$ cat src/rtl/apb_master_bridge.sv
// APB initiator: turns a valid/ready command/response port into APB SETUP/ACCESS transfers.
// Optional watchdog on ACCESS wait states is enabled by defining APB_TIMEOUT_EN.
module apb_master_bridge #(
    parameter int unsigned APB_ADDR_WIDTH = 32,
    parameter int unsigned APB_DATA_WIDTH = 32,
    parameter int unsigned TIMEOUT_CYCLES = 16
) (
    input  logic                      pclk,
    input  logic                      presetn,
    input  logic                      cmd_valid,
    output logic                      cmd_ready,
    input  logic [APB_ADDR_WIDTH-1:0] cmd_addr,
    input  logic                      cmd_write,
    input  logic [APB_DATA_WIDTH-1:0] cmd_wdata,
    output logic                      rsp_valid,
    input  logic                      rsp_ready,
    output logic [APB_DATA_WIDTH-1:0] rsp_rdata,
    output logic                      rsp_err,
    output logic                      rsp_timeout,
    output logic [APB_ADDR_WIDTH-1:0] paddr,
    output logic [APB_DATA_WIDTH-1:0] pwdata,
    output logic                      pwrite,
    output logic                      psel,
    output logic                      penable,
    input  logic [APB_DATA_WIDTH-1:0] prdata,
    input  logic                      pready,
    input  logic                      pslverr
);

    typedef enum logic [1:0] {StIdle, StSetup, StAccess, StResp} state_e;

    state_e                    state_q, state_d;
    logic [APB_ADDR_WIDTH-1:0] paddr_q, paddr_d;
    logic [APB_DATA_WIDTH-1:0] pwdata_q, pwdata_d;
    logic                      pwrite_q, pwrite_d;
    logic                      psel_q, psel_d;
    logic                      penable_q, penable_d;
    logic                      rsp_valid_q, rsp_valid_d;
    logic [APB_DATA_WIDTH-1:0] rsp_rdata_q, rsp_rdata_d;
    logic                      rsp_err_q, rsp_err_d;

`ifdef APB_TIMEOUT_EN
    localparam int unsigned CntW = $clog2(TIMEOUT_CYCLES + 1);
    localparam logic [CntW-1:0] CntLast = CntW'(TIMEOUT_CYCLES - 1);

    logic [CntW-1:0] cnt_q, cnt_d;
    logic            rsp_timeout_q, rsp_timeout_d;
`endif

    always_comb begin
        state_d     = state_q;
        paddr_d     = paddr_q;
        pwdata_d    = pwdata_q;
        pwrite_d    = pwrite_q;
        psel_d      = psel_q;
        penable_d   = penable_q;
        rsp_valid_d = rsp_valid_q;
        rsp_rdata_d = rsp_rdata_q;
        rsp_err_d   = rsp_err_q;
`ifdef APB_TIMEOUT_EN
        cnt_d         = cnt_q;
        rsp_timeout_d = rsp_timeout_q;
`endif
        unique case (state_q)
            StIdle: begin
                if (cmd_valid) begin
                    paddr_d   = cmd_addr;
                    pwdata_d  = cmd_wdata;
                    pwrite_d  = cmd_write;
                    psel_d    = 1'b1;
                    penable_d = 1'b0;
                    state_d   = StSetup;
                end
            end
            StSetup: begin
                penable_d = 1'b1;
                state_d   = StAccess;
`ifdef APB_TIMEOUT_EN
                cnt_d = '0;
`endif
            end
            StAccess: begin
                if (pready) begin
                    psel_d      = 1'b0;
                    penable_d   = 1'b0;
                    rsp_valid_d = 1'b1;
                    rsp_rdata_d = pwrite_q ? '0 : prdata;
                    rsp_err_d   = pslverr;
                    state_d     = StResp;
`ifdef APB_TIMEOUT_EN
                    rsp_timeout_d = 1'b0;
                end else if (cnt_q == CntLast) begin
                    // Last tolerated wait cycle just ended with pready still low: abort.
                    psel_d        = 1'b0;
                    penable_d     = 1'b0;
                    rsp_valid_d   = 1'b1;
                    rsp_rdata_d   = '0;
                    rsp_err_d     = 1'b1;
                    rsp_timeout_d = 1'b1;
                    state_d       = StResp;
                end else begin
                    cnt_d = cnt_q + 1'b1;
`endif
                end
            end
            StResp: begin
                if (rsp_ready) begin
                    rsp_valid_d = 1'b0;
                    state_d     = StIdle;
                end
            end
            default: state_d = StIdle;
        endcase
    end

    always_ff @(posedge pclk or negedge presetn) begin
        if (!presetn) begin
            state_q     <= StIdle;
            paddr_q     <= '0;
            pwdata_q    <= '0;
            pwrite_q    <= 1'b0;
            psel_q      <= 1'b0;
            penable_q   <= 1'b0;
            rsp_valid_q <= 1'b0;
            rsp_rdata_q <= '0;
            rsp_err_q   <= 1'b0;
        end else begin
            state_q     <= state_d;
            paddr_q     <= paddr_d;
            pwdata_q    <= pwdata_d;
            pwrite_q    <= pwrite_d;
            psel_q      <= psel_d;
            penable_q   <= penable_d;
            rsp_valid_q <= rsp_valid_d;
            rsp_rdata_q <= rsp_rdata_d;
            rsp_err_q   <= rsp_err_d;
        end
    end

`ifdef APB_TIMEOUT_EN
    always_ff @(posedge pclk or negedge presetn) begin
        if (!presetn) begin
            cnt_q         <= '0;
            rsp_timeout_q <= 1'b0;
        end else begin
            cnt_q         <= cnt_d;
            rsp_timeout_q <= rsp_timeout_d;
        end
    end

    assign rsp_timeout = rsp_timeout_q;
`else
    assign rsp_timeout = 1'b0;
`endif

    assign cmd_ready = (state_q == StIdle);
    assign rsp_valid = rsp_valid_q;
    assign rsp_rdata = rsp_rdata_q;
    assign rsp_err   = rsp_err_q;
    assign paddr     = paddr_q;
    assign pwdata    = pwdata_q;
    assign pwrite    = pwrite_q;
    assign psel      = psel_q;
    assign penable   = penable_q;

endmodule

$ cat config.mk
export PLATFORM = sky130hd
export DESIGN_NAME = apb_master_bridge
export DESIGN_NICKNAME = d
export VERILOG_FILES = /design/src/rtl/apb_master_bridge.sv
export SDC_FILE = /design/constraint.sdc
export NUM_CORES = 1
export LEC_CHECK = 0
export CAP_MARGIN = 40
export CELL_PAD_IN_SITES_DETAIL_PLACEMENT = 1
export CELL_PAD_IN_SITES_GLOBAL_PLACEMENT = 1
export CORE_UTILIZATION = 32
export DETAILED_ROUTE_END_ITERATION = 7
export PLACE_DENSITY_LB_ADDON = 0.12
export SLEW_MARGIN = 15
export SYNTH_ARGS = -nofsm -noshare
export SYNTH_HDL_FRONTEND = slang
export SYNTH_SLANG_ARGS = --single-unit
$ cat constraint.sdc
create_clock -name pclk -period 1.85 [get_ports pclk]
set_input_delay 0.185 -clock pclk [delete_from_list [all_inputs] [get_ports pclk]]
set_output_delay 0.185 -clock pclk [all_outputs]
set_load 0.03 [all_outputs]
==> reports/metrics.yaml <==
run_status:
  status: "completed"
cts:
  post-cts-setup-buffers: 0
  cts_max_path_buffers: 2
  clkTransAtPathRegs_ns: 0.07
  clkSinkCount: 103
  cts_root_buf: "clkbuf_16"
  insertion_delay_ns: 0.35
  htreeDepth: 3
  cts_buffers: 9
  cts_tree: "built"
logic_synthesis:
  synth_top_cell_by_area: "dfrtp_1"
  avgSynthCellArea_um2: 13.9
  synth-seq-cells: 103
  ys_types: 23
  seq_area_frac_synth: 0.590
  ys_warn_count: 0
  syn-num-nets: 425
  syn_inst: 315
  synthTopCellsByArea: "dfrtp_1, mux2_4, mux2_2, nand2b_1, o21ai_0"
  syn_area_um2: 4370
  synth_top_area_share: 0.590
routing:
  drt_first_pass_iters: 4
  viasPerCell: 4.50
  antenna_left: 0
  drt_iter0_drc: 81
  via_count: 3170
  wl_um: 11800
  drc: 0
  post_drt_wl_per_cell_um: 16.8
floorplanning:
  die_y_um: 119
  die_w_um: 119
  core_um2: 13300
  die-area_um2: 14100
  initial_core_util: 0.329
  ios: 206
  num_rows: 42
critical_path:
  slowest_delay_ns: 0.41
  endpoint: "state_q[1]$_DFFE_PN0P_"
  end_kind: "flop"
  path_max_fanout: 5
  startpoint: "state_q[0]$_DFFE_PN0P_"
  start_kind: "flop"
  reg2reg_slack_ns: 0.12
  rr_worst_depth: 5
  crit_required_ns: 2.08
  worstSetupPathType: "flop to flop"
  r2r_end: "state_q[1]$_DFFE_PN0P_"
  path_cells: "inv_1, ha_2, and2b_2, nor3_4, mux2_2"
  critPathArrivalTime_ns: 1.97
  slowest_stage: "dfrtp_1"
  critical_path.reg2reg.startpoint: "state_q[0]$_DFFE_PN0P_"
global_routing:
  grt_max_degree: 55
  grt_pass1_wl_um: 19400
  antenna_found_initial: 0
  grt_use_total: 0.180
  overflow: 0
  grt_pass1_vias: 3423
sta:
  rsz0062_at_grt: "no"
  period_needed_ns: 1.73
  finalSetupViolCount: 0
  fin_skew_ns: 0.00462
  tightest_slew_ns: 0.524
  drv_slew: 0
  hold_viol: 0
  period_share: 0.938
  fmax_mhz: 577
  slew-limit-headroom: 0.651
  fin_tns_setup_ns: 0
cells_and_area:
  post-route-util: 0.525
  fin_cells: 705
  final_area_um2: 6970
  drive_gt1_frac: 0.193
  layout_common_cells: "clkdlybuf4s50_1, dfrtp_1, mux2_4"
  area_growth_pct: 59.6
  nets: 634
  mostFrequentLayoutCell: "clkdlybuf4s50_1"
  antenna_cells: 0
place:
  post-dp-hpwl_um: 8740
  dp_cells: 688
  placed_area_um2: 6650
  io_buffers: 204
  place_congestion: 0.718
hold_path:
  hp-class: "input port to flop"
pwr:
  leakage_uw: 0.00314
  powerDensity_nw_per_um2: 1930
  ir_drop_mv: 1.16
job:
  maxCapViolations: 0
[area by class of cell]
| cell class | instances | area, um2 |
|---|---|---|
| fill | 1360 | 6320 |
| clock inverter | 3 | 40.0 |
| timing repair buffer | 216 | 2180 |
| clock buffer | 13 | 270 |
| sequential | 103 | 2580 |
| inverter | 3 | 11.3 |
| multi-input combinational | 191 | 1670 |
| tap | 176 | 220 |
[layer usage]
layer	wire length, um	global-route usage	up-vias
li1	-	-	1464
met4	115	0.0546	0
met3	750	0.0618	8
met1	4970	0.222	1588
met2	5990	0.296	110
met5	0	0	-
[Yosys cell counts]
| master | number |
|---|---|
| a211oi_1 | 2 |
| a22o_1 | 1 |
| and2b_1 | 1 |
| and2b_2 | 1 |
| buf_2 | 6 |
| buf_4 | 1 |
| buf_6 | 6 |
| clkbuf_1 | 5 |
| conb_1 | 1 |
| dfrtp_1 | 103 |
| ha_1 | 7 |
| inv_1 | 3 |
| mux2_2 | 18 |
| mux2_4 | 50 |
| mux2i_1 | 2 |
| nand2_1 | 36 |
| nand2b_1 | 32 |
| nor2_1 | 1 |
| nor2b_1 | 4 |
| nor3_1 | 1 |
| nor3_4 | 1 |
| o21ai_0 | 32 |
| o22ai_1 | 1 |
[power by group]
part / total, uW / internal [uW] / leakage [uW] / switching [uW]
Clock: 1990 / 1160 / 0.000156 / 836
Combinational: 7500 / 3630 / 0.00174 / 3870
Sequential: 3980 / 3370 / 0.00124 / 609
Total: 13500 / 8160 / 0.00314 / 5320
[timing repair]
action / 4_1_cts / 5_1_grt
resized for setup: 3 / 2
hold buffers: 1 / 0
cloned: 0 / 0
hold endpoints to repair: 103 / 0
endpoints found under the setup margin: 1 / 7
[stage by stage]
stage	hold slack [ns]	worst slack, ns	power [uW]
finish	0.395	0.115	13500
CTS	0.376	0.0165	13700
global route	0.400	0.000836	14200
global placement	0.232	0.112	11400
detailed placement	0.230	0.0462	11600
floorplan	-0.111	0.0739	8440
[state kept, by name, indices dropped and copies added (netlist names)]
signal / flops
pwdata: 32
rsp_rdata: 32
rsp_err: 1
pwrite: 1
rsp_valid: 1
state_q: 2
psel: 1
penable: 1
paddr: 32
[cell families (layout without fill, tap and decap cells)]
kind of cell,after synthesis,count (layout),share of synthesized area
AND/OR/NAND/NOR,77,77,0.0919
multiplexers,70,70,0.223
AO/OA/AOI/OAI,36,36,0.0435
buffers and inverters,21,235,0.0309
other,1,1,0.000858
adder cells (fa/ha/maj),7,7,0.0200
flip-flops,103,103,0.590
[worst min-delay path by stage]
stage	startpoint	end	slack, ns	depth (start not counted)
3_5_place_dp	presetn	paddr[1]$_DFFE_PN0P_	0.23	2
6_report	prdata[10]	rsp_rdata[10]$_DFFE_PN0P_	0.39	3
3_3_place_gp	presetn	pwdata[28]$_DFFE_PN0P_	0.23	2
2_1_floorplan	presetn	paddr[0]$_DFFE_PN0P_	-0.11	0
4_1_cts	prdata[10]	rsp_rdata[10]$_DFFE_PN0P_	0.38	3
5_1_grt	prdata[8]	rsp_rdata[8]$_DFFE_PN0P_	0.40	3
[worst max-delay path, delay by kind of cell (launching register included)]
| family | cells | cell delay, ns |
|---|---|---|
| AND/OR/NAND/NOR | 2 | 0.47 |
| multiplexers | 1 | 0.36 |
| flip-flops | 1 | 0.41 |
| buffers and inverters | 1 | 0.13 |
| adder cells (fa/ha/maj) | 1 | 0.26 |
No activity file was read; power rests on OpenSTA's default activity.
